===== src/rtl/sel_pkg.sv =====
// Shared constants, state encoding and index helper for the 256-line select arbiter.
package sel_pkg;

  localparam int unsigned SEL_ADDR_W = 8;
  localparam int unsigned SEL_LINES  = 256;

  typedef enum logic [0:0] {
    StIdle,
    StActive
  } sel_state_e;

  // Requester index reached by stepping 'off' places from 'base', wrapping modulo n.
  function automatic int unsigned wrap_idx(int unsigned base, int unsigned off, int unsigned n);
    return (base + off) % n;
  endfunction

endpackage


===== src/rtl/sel_onehot_dec.sv =====
// 8-bit address to 256-line one-hot decode, built from two 4-to-16 nibble decodes.
module sel_onehot_dec
  import sel_pkg::*;
(
  input  logic [SEL_ADDR_W-1:0] addr,
  input  logic                  en,
  output logic [SEL_LINES-1:0]  onehot
);

  logic [15:0] hi_dec;
  logic [15:0] lo_dec;

  always_comb begin
    hi_dec = '0;
    lo_dec = '0;
    hi_dec[addr[7:4]] = 1'b1;
    lo_dec[addr[3:0]] = en;
  end

  for (genvar h = 0; h < 16; h++) begin : g_hi
    for (genvar l = 0; l < 16; l++) begin : g_lo
      assign onehot[16*h+l] = hi_dec[h] & lo_dec[l];
    end
  end

endmodule


===== src/rtl/sel_arbiter_8.sv =====
// Round-robin arbiter sharing one 256-line one-hot select resource among NREQ requesters;
// each grant holds its select line for HOLD_CYC cycles.
module sel_arbiter_8
  import sel_pkg::*;
#(
  parameter int unsigned  NREQ     = 4,
  parameter int unsigned  HOLD_CYC = 2,
  localparam int unsigned OWN_W    = $clog2(NREQ)
) (
  input  logic                         clk,
  input  logic                         rst,
  input  logic [NREQ-1:0]              req_valid,
  input  logic [NREQ*SEL_ADDR_W-1:0]   req_addr,
  output logic [NREQ-1:0]              req_ready,
  output logic                         sel_valid,
  output logic [SEL_ADDR_W-1:0]        sel_addr,
  output logic [SEL_LINES-1:0]         sel_onehot,
  output logic [OWN_W-1:0]             sel_owner,
  output logic                         busy
);

  localparam int unsigned        CNT_W    = (HOLD_CYC > 1) ? $clog2(HOLD_CYC) : 1;
  localparam logic [CNT_W-1:0]   CNT_LOAD = CNT_W'(HOLD_CYC - 1);

  sel_state_e             state_q, state_d;
  logic [CNT_W-1:0]       cnt_q, cnt_d;
  logic [OWN_W-1:0]       ptr_q, ptr_d;
  logic [OWN_W-1:0]       owner_q, owner_d;
  logic [SEL_ADDR_W-1:0]  addr_q, addr_d;
  logic [OWN_W-1:0]       winner;
  logic                   found;
  logic                   window;

  // Counter sits at zero in idle, so the window test covers both states.
  assign window = (state_q == StIdle) || (cnt_q == '0);

  // First valid requester scanning upward from the pointer with wrap.
  always_comb begin
    found  = 1'b0;
    winner = '0;
    for (int unsigned k = 0; k < NREQ; k++) begin
      if (!found && req_valid[OWN_W'(wrap_idx(32'(ptr_q), k, NREQ))]) begin
        found  = 1'b1;
        winner = OWN_W'(wrap_idx(32'(ptr_q), k, NREQ));
      end
    end
  end

  always_comb begin
    req_ready = '0;
    if (!rst && window && found) begin
      req_ready[winner] = 1'b1;
    end
  end

  always_comb begin
    state_d = state_q;
    cnt_d   = cnt_q;
    ptr_d   = ptr_q;
    owner_d = owner_q;
    addr_d  = addr_q;
    if (window) begin
      if (found) begin
        state_d = StActive;
        cnt_d   = CNT_LOAD;
        ptr_d   = OWN_W'(wrap_idx(32'(winner), 1, NREQ));
        owner_d = winner;
        addr_d  = req_addr[32'(winner)*SEL_ADDR_W +: SEL_ADDR_W];
      end else begin
        state_d = StIdle;
      end
    end else begin
      cnt_d = cnt_q - 1'b1;
    end
  end

  always_ff @(posedge clk or posedge rst) begin
    if (rst) begin
      state_q <= StIdle;
      cnt_q   <= '0;
      ptr_q   <= '0;
      owner_q <= '0;
      addr_q  <= '0;
    end else begin
      state_q <= state_d;
      cnt_q   <= cnt_d;
      ptr_q   <= ptr_d;
      owner_q <= owner_d;
      addr_q  <= addr_d;
    end
  end

  assign sel_valid = (state_q == StActive);
  assign busy      = sel_valid;
  assign sel_addr  = addr_q;
  assign sel_owner = owner_q;

  sel_onehot_dec u_dec (
    .addr   (addr_q),
    .en     (sel_valid),
    .onehot (sel_onehot)
  );

endmodule


===== config.mk =====
export PLATFORM = sky130hd
export DESIGN_NAME = sel_arbiter_8
export DESIGN_NICKNAME = d
export VERILOG_FILES = /design/src/rtl/sel_pkg.sv /design/src/rtl/sel_onehot_dec.sv /design/src/rtl/sel_arbiter_8.sv
export SDC_FILE = /design/constraint.sdc
export NUM_CORES = 1
export LEC_CHECK = 0
export CAP_MARGIN = 20
export CORE_AREA = 4 4 117 119
export DETAILED_ROUTE_END_ITERATION = 10
export DIE_AREA = 0 0 121 123
export SYNTH_ARGS = -nofsm -noshare
export SYNTH_HDL_FRONTEND = slang
export SYNTH_SLANG_ARGS = --single-unit

===== constraint.sdc =====
create_clock -name clk -period 3.7 [get_ports clk]
set_clock_uncertainty 0.1 [all_clocks]
set_input_delay 0.555 -clock clk [delete_from_list [all_inputs] [get_ports clk]]
set_output_delay 0.555 -clock clk [all_outputs]
set_load 0.01 [all_outputs]

# Word-level counts from Yosys, hierarchy flattened
# Cells that the tools add are included.
[word_totals]
regBits = 14
in_bits = 38
out_inout_bits = 272
wordCells = 321
[classes]
addsub = 5
magnitude_cmp = 10
eq_ne = 1
n_shift = 1
muxes = 26
n_bitwise = 259
n_reduce_logical = 14
[op_table]
columns = ["operator", "count"]
rows = [
  ["$and A1 B1 Y1", 256],
  ["$shiftx A32 B6 Y8", 1],
  ["$and A16 B16 Y16", 1],
  ["$lt A2 B3 Y1 const B", 5],
  ["$mux W1", 14],
  ["$lt A4 B5 Y1 const B", 2],
  ["$bmux W1 S2", 4],
  ["$demux W1 S4", 2],
  ["$ge A4 B1 Y1 const B", 2],
  ["$logic_and A1 B1 Y1", 8],
  ["$mux W2", 4],
  ["$add A2 B1 Y2 const B", 2],
  ["$add A2 B2 Y2 const B", 2],
  ["$logic_not A1 Y1", 4],
  ["$mux W4", 1],
  ["$demux W1 S2", 1],
  ["$ge A2 B1 Y1 const B", 1],
  ["$ne A2 B2 Y1 const B", 1],
  ["$not A1 Y1", 2],
  ["$reduce_and A2 Y1", 1],
  ["$logic_or A1 B1 Y1", 1],
  ["$sub A1 B1 Y1 const B", 1],
]

# Logic depth before layout (Yosys ltp)
[depth]
ltp_word = 17
depth_mapped = 6
ltp_nobuf = 5

# Cells and area by module
# From an unflattened synthesis, not the netlist that was laid out.
[hier_totals]
cells_unflattened = 463
hier_area_um2 = 2984.1
[by_module_without_submodules]
columns = ["module", "n_inst", "cells_each", "area_per_inst_um2", "seq_area_each_um2"]
rows = [
  ["sel_onehot_dec", 1, 365, 1981.9, 0.0],
  ["sel_arbiter_8", 1, 98, 1002.2, 350.3],
]

# Worst setup path after synthesis
# Ideal clock, no wire load.
[synth_path]
path_type = "input-to-output"
start = "input req_valid[2]"
end = "output req_ready[3]"
arrival_time_ns = 1.684
required_ns = 3.045
slack_ns = 1.361
path_stages = 5
n_path_buf = 1
path_cell_list = "nor2b_4 > a21o_1 > a211o_4 > buf_6 > nor4_1"
[synth_between]
elab_chain_len = 17
elab_cells_between_ends = 29
cone_classes = "2 x order compare; 19 x mux; 8 x reduce/logical"
[synth_lines]
columns = ["element", "line_no", "text"]
rows = [
  ["start: declaration", "sel_arbiter_8.sv:12", "input logic [NREQ-1:0] req_valid,"],
  ["$bmux W1 S2", "sel_arbiter_8.sv:42", "if (!found && req_valid[OWN_W'(wrap_idx(32'(ptr_q), k, NREQ))]) begin"],
  ["$mux W1 (implied by the code)", "sel_arbiter_8.sv:42", ""],
  ["$mux W1", "sel_arbiter_8.sv:42", ""],
  ["$logic_not A1 Y1", "sel_arbiter_8.sv:42", ""],
  ["$logic_and A1 B1 Y1", "sel_arbiter_8.sv:42", ""],
  ["$mux W1", "sel_arbiter_8.sv:42", ""],
  ["$logic_not A1 Y1", "sel_arbiter_8.sv:42", ""],
  ["$logic_and A1 B1 Y1", "sel_arbiter_8.sv:42", ""],
  ["$mux W1", "sel_arbiter_8.sv:42", ""],
  ["$logic_not A1 Y1", "sel_arbiter_8.sv:42", ""],
  ["$logic_and A1 B1 Y1", "sel_arbiter_8.sv:42", ""],
  ["$mux W2", "sel_arbiter_8.sv:42", ""],
  ["$lt A2 B3 Y1 (implied by the code) or $ge A2 B1 Y1 (tied branches)", "sel_arbiter_8.sv:52", "req_ready[winner] = 1'b1;"],
  ["$logic_and A1 B1 Y1 (implied by the code)", "sel_arbiter_8.sv:52", ""],
  ["$mux W1 (implied by the code)", "sel_arbiter_8.sv:52", ""],
  ["$demux W1 S2", "sel_arbiter_8.sv:52", ""],
  ["$mux W4 *", "sel_arbiter_8.sv:51", "if (!rst && window && found) begin"],
  ["end: declaration", "sel_arbiter_8.sv:14", "output logic [NREQ-1:0] req_ready,"],
]
# Mark *: on every way between the ends. The rest lies on a longest branch, timed or not. The select of a mux whose other input is x is not followed.

# Worst setup path in the final report
[layout_path]
start = "input req_valid[1]"
end = "output req_ready[1]"
# The elaborated chain is that of the path after synthesis.

==> impl_metrics.prom <==
# TYPE chip_impl_metric gauge
chip_impl_metric{name="grt.overflow.total",unit=""} 0
chip_impl_metric{name="maximum_number_of_pins_on_one_net_before_global_route_repair",unit=""} 23
chip_impl_metric{name="total_power",unit="mW"} 2.02
chip_impl_metric{name="detail_route.wl_per_cell",unit="um"} 18.8
chip_impl_metric{name="finalNetCount",unit=""} 744
chip_impl_metric{name="min_delay_path_depth",unit=""} 1
chip_impl_info{name="status",value="completed"} 1
chip_impl_metric{name="report.final.hold_viol_count",unit=""} 0
chip_impl_metric{name="max_cap_viol_count",unit=""} 0
chip_impl_metric{name="placement.io_buffers",unit=""} 309
chip_impl_info{name="synthTopCellsByArea",value="nor2_1 46%, dfrtp_1 16%, mux2i_1 7.3%"} 1
chip_impl_metric{name="synth.ff_latch_count",unit=""} 14
chip_impl_info{name="most-common-layout-cells",value="309 x clkdlybuf4s50_1, 267 x nor2_1, 31 x nand2_1"} 1
chip_impl_metric{name="total_die_area",unit="um2"} 14900
chip_impl_metric{name="cts_resized",unit=""} 0
chip_impl_metric{name="final_layout_size_suffix_gt1_share",unit="%"} 2.41
chip_impl_metric{name="place.detailed.hpwl",unit="um"} 13000
chip_impl_metric{name="ys_seq_area_share",unit="%"} 16.0
chip_impl_info{name="type_of_element_launching_the_critical_path",value="primary input"} 1
chip_impl_metric{name="antenna-diode-count",unit=""} 0
chip_impl_metric{name="layout-area-overhead-vs-synth",unit="%"} 150
chip_impl_metric{name="worst_ep_arrival_time",unit="ps"} 2660
chip_impl_metric{name="detail_route.first_pass.iterations",unit=""} 4
chip_impl_metric{name="first_pass_grt_wire_length",unit="um"} 23800
chip_impl_metric{name="power_density",unit="nW/um2"} 369
chip_impl_metric{name="synth_xor_xnor_area_share",unit="%"} 0.400
chip_impl_metric{name="synth.avg_cell_area",unit="um2"} 5.18
chip_impl_info{name="setup_repair_after_global_routing_missed_its_margin",value="no"} 1
chip_impl_metric{name="setup_tns_after_final_layout",unit="ps"} 0
chip_impl_metric{name="cp_slowest_stage_delay",unit="ps"} 570
chip_impl_info{name="critical_path_cell_by_cell",value="clkdlybuf4s50_1, nand2b_1, a21oi_1, o32ai_2, nor4b_2, clkdlybuf4s50_1"} 1
chip_impl_metric{name="timing.critical_path.depth",unit=""} 6
chip_impl_metric{name="synthesis.area",unit="um2"} 2190
chip_impl_info{name="worst_path_max_delay_cell",value="clkdlybuf4s50_1"} 1
chip_impl_metric{name="drcViolationCount",unit=""} 0
chip_impl_metric{name="initial_utilization",unit="%"} 17.4
chip_impl_info{name="cts_tree",value="done"} 1
chip_impl_metric{name="drt_iter0_drc",unit=""} 209
chip_impl_metric{name="fin_crit_sh",unit="%"} 89.7
chip_impl_metric{name="slew_headroom",unit="%"} 40.2
chip_impl_metric{name="synthMuxAreaShare",unit="%"} 7.31
chip_impl_metric{name="setup_viol",unit=""} 0
chip_impl_info{name="mostFrequentLayoutCell",value="clkdlybuf4s50_1"} 1
chip_impl_metric{name="cts_bufs_inserted",unit=""} 3
chip_impl_metric{name="synth_top_area_share",unit="%"} 45.7
chip_impl_metric{name="synth-compound-area-share",unit="%"} 6.91
chip_impl_metric{name="cts_hold_buf",unit=""} 0
chip_impl_metric{name="grt_antenna_before_repair",unit=""} 0
chip_impl_metric{name="power.leakage",unit="nW"} 1.78
chip_impl_metric{name="pre_cts_ws",unit="ps"} 364
chip_impl_metric{name="tightest_slew",unit="ps"} 894
chip_impl_metric{name="timing.critical_path.fanout_max",unit=""} 7
chip_impl_metric{name="die_w",unit="um"} 121
chip_impl_metric{name="gp_congestion",unit=""} 0.831
chip_impl_metric{name="cts.sink_count",unit=""} 14
chip_impl_metric{name="ys_types",unit=""} 28
chip_impl_metric{name="yosys_warnings",unit=""} 0
chip_impl_metric{name="hold_slack",unit="ps"} 382
chip_impl_metric{name="io_pins",unit=""} 310
chip_impl_metric{name="cts-root-to-sink-buffers",unit=""} 2
chip_impl_metric{name="post_drt_via_cell_ratio",unit=""} 4.47
chip_impl_metric{name="core",unit="um2"} 12600
chip_impl_metric{name="combined_global_route_utilization_of_all_metal_layers",unit="%"} 20.3
chip_impl_metric{name="yosys.area_share.simple",unit="%"} 61.3
chip_impl_metric{name="synthAdderAreaFrac",unit="%"} 0
chip_impl_metric{name="path_buf_inv",unit=""} 2
chip_impl_metric{name="achievable-frequency",unit="MHz"} 301
chip_impl_metric{name="floorplan.die.height",unit="um"} 123
chip_impl_metric{name="reg2regPathDepth",unit=""} 5
chip_impl_info{name="path_delay_family",value="buffers and inverters"} 1
chip_impl_metric{name="period_needed",unit="ps"} 3320
chip_impl_info{name="crit_path_end_kind",value="output port"} 1
chip_impl_metric{name="placement_row_count",unit=""} 41
chip_impl_metric{name="first_global_vias",unit=""} 3905
chip_impl_metric{name="post_cts_setup_buffer_count",unit=""} 0
chip_impl_info{name="netlist.top_cell.by_area",value="nor2_1"} 1
chip_impl_metric{name="synthCells",unit=""} 423
chip_impl_info{name="worst_hold_path_type",value="flip-flop to flip-flop"} 1
chip_impl_metric{name="worst_skew_pair.late_latency",unit="ps"} 240
chip_impl_info{name="synth_top_family_by_area",value="simple AND/OR/NAND/NOR gates"} 1
chip_impl_metric{name="ir_worst_vdd",unit="mV"} 0.224
chip_impl_info{name="criticalPathCategory",value="primary input to output port"} 1
chip_impl_metric{name="route.vias.total",unit=""} 3920
chip_impl_metric{name="number_of_levels_the_h_tree_was_split_into",unit=""} 1
chip_impl_metric{name="crit_required",unit="ps"} 3040
chip_impl_metric{name="final_max_slew_viol_count",unit=""} 0
chip_impl_info{name="clockRootBuffer",value="clkbuf_16"} 1
chip_impl_metric{name="path_clk_slew",unit="ps"} 40
chip_impl_metric{name="syn-num-nets",unit=""} 461
chip_impl_info{name="critPathMostFrequentCell",value="clkdlybuf4s50_1"} 1
chip_impl_metric{name="setup_ws",unit="ps"} 382
chip_impl_metric{name="totalWireLength",unit="um"} 16500
chip_impl_metric{name="drtAntennaViolNets",unit=""} 0
[cells in the mapped netlist]
master / count
nor2_1: 267
clkbuf_1: 34
nand2_1: 31
mux2i_1: 16
dfrtp_1: 14
nand3_1: 13
o221ai_1: 8
nor2b_1: 7
a21oi_1: 4
nand4_1: 4
nand2b_1: 3
a21o_1: 2
and3_1: 2
buf_4: 2
buf_6: 2
inv_1: 2
a211o_4: 1
inv_2: 1
nand3_2: 1
nor2b_4: 1
nor4_1: 1
nor4b_1: 1
nor4b_2: 1
o21a_1: 1
o21ai_1: 1
o32ai_2: 1
or2_1: 1
xnor2_1: 1
[power breakdown]
part | internal (mW) | total, mW | switching, mW
Clock | 0.163 | 0.224 | 0.0601
Sequential | 0.226 | 0.364 | 0.138
Combinational | 0.517 | 1.44 | 0.918
Total | 0.906 | 2.02 | 1.12
[layer usage]
metal	up-vias	track usage, %	share of wire (%)
met5	-	0	0
met4	0	4.25	1.7
met3	16	4.62	7.0
met2	185	37.2	51
met1	1837	24.3	40
li1	1882	-	-
[cell type report]
type | instances | area, um2
clock buffers | 4 | 88.8
repair buffers | 316 | 3150
inverters | 3 | 11.3
fillers | 1272 | 7090
flip-flops and latches | 14 | 350
multi-input cells | 368 | 1660
well taps | 172 | 215
[state kept, by name, summed over array words and instances, names as in the netlist]
register and flops:
cnt_q 1, sel_addr 8, busy 1, sel_owner 2, ptr_q 2
[logic make-up after synthesis]
logic type,count (synthesis)
multiplexers,16
AO/OA/AOI/OAI,18
flip-flops,14
AND/OR/NAND/NOR,333
XOR/XNOR,1
buffers and inverters,41
[worst paths after layout]
check	from	endpoint	slack, ps
min	sel_owner[0]$_DFFE_PP0P_	sel_owner[0]$_DFFE_PP0P_	380
max	req_valid[1]	req_ready[1]	380
max reg2reg	busy$_DFFE_PP0N_	sel_addr[2]$_DFFE_PP0P_	1780
min reg2reg	sel_owner[0]$_DFFE_PP0P_	sel_owner[0]$_DFFE_PP0P_	380
min in group asynchronous	rst	sel_addr[3]$_DFFE_PP0P_	690
max in group asynchronous	rst	sel_addr[7]$_DFFE_PP0P_	2460
[stage by stage]
stage / instance area, um2 / std cells / util [%]
after CTS: 5480 / 877 / 43.6
final: 5480 / 877 / 43.6
after detailed placement: 5390 / 873 / 42.9
after global routing: 5480 / 877 / 43.6
after floorplan: 2190 / 423 / -
after global placement: 5390 / 873 / 42.9
Power figures use the tool's default switching activity.
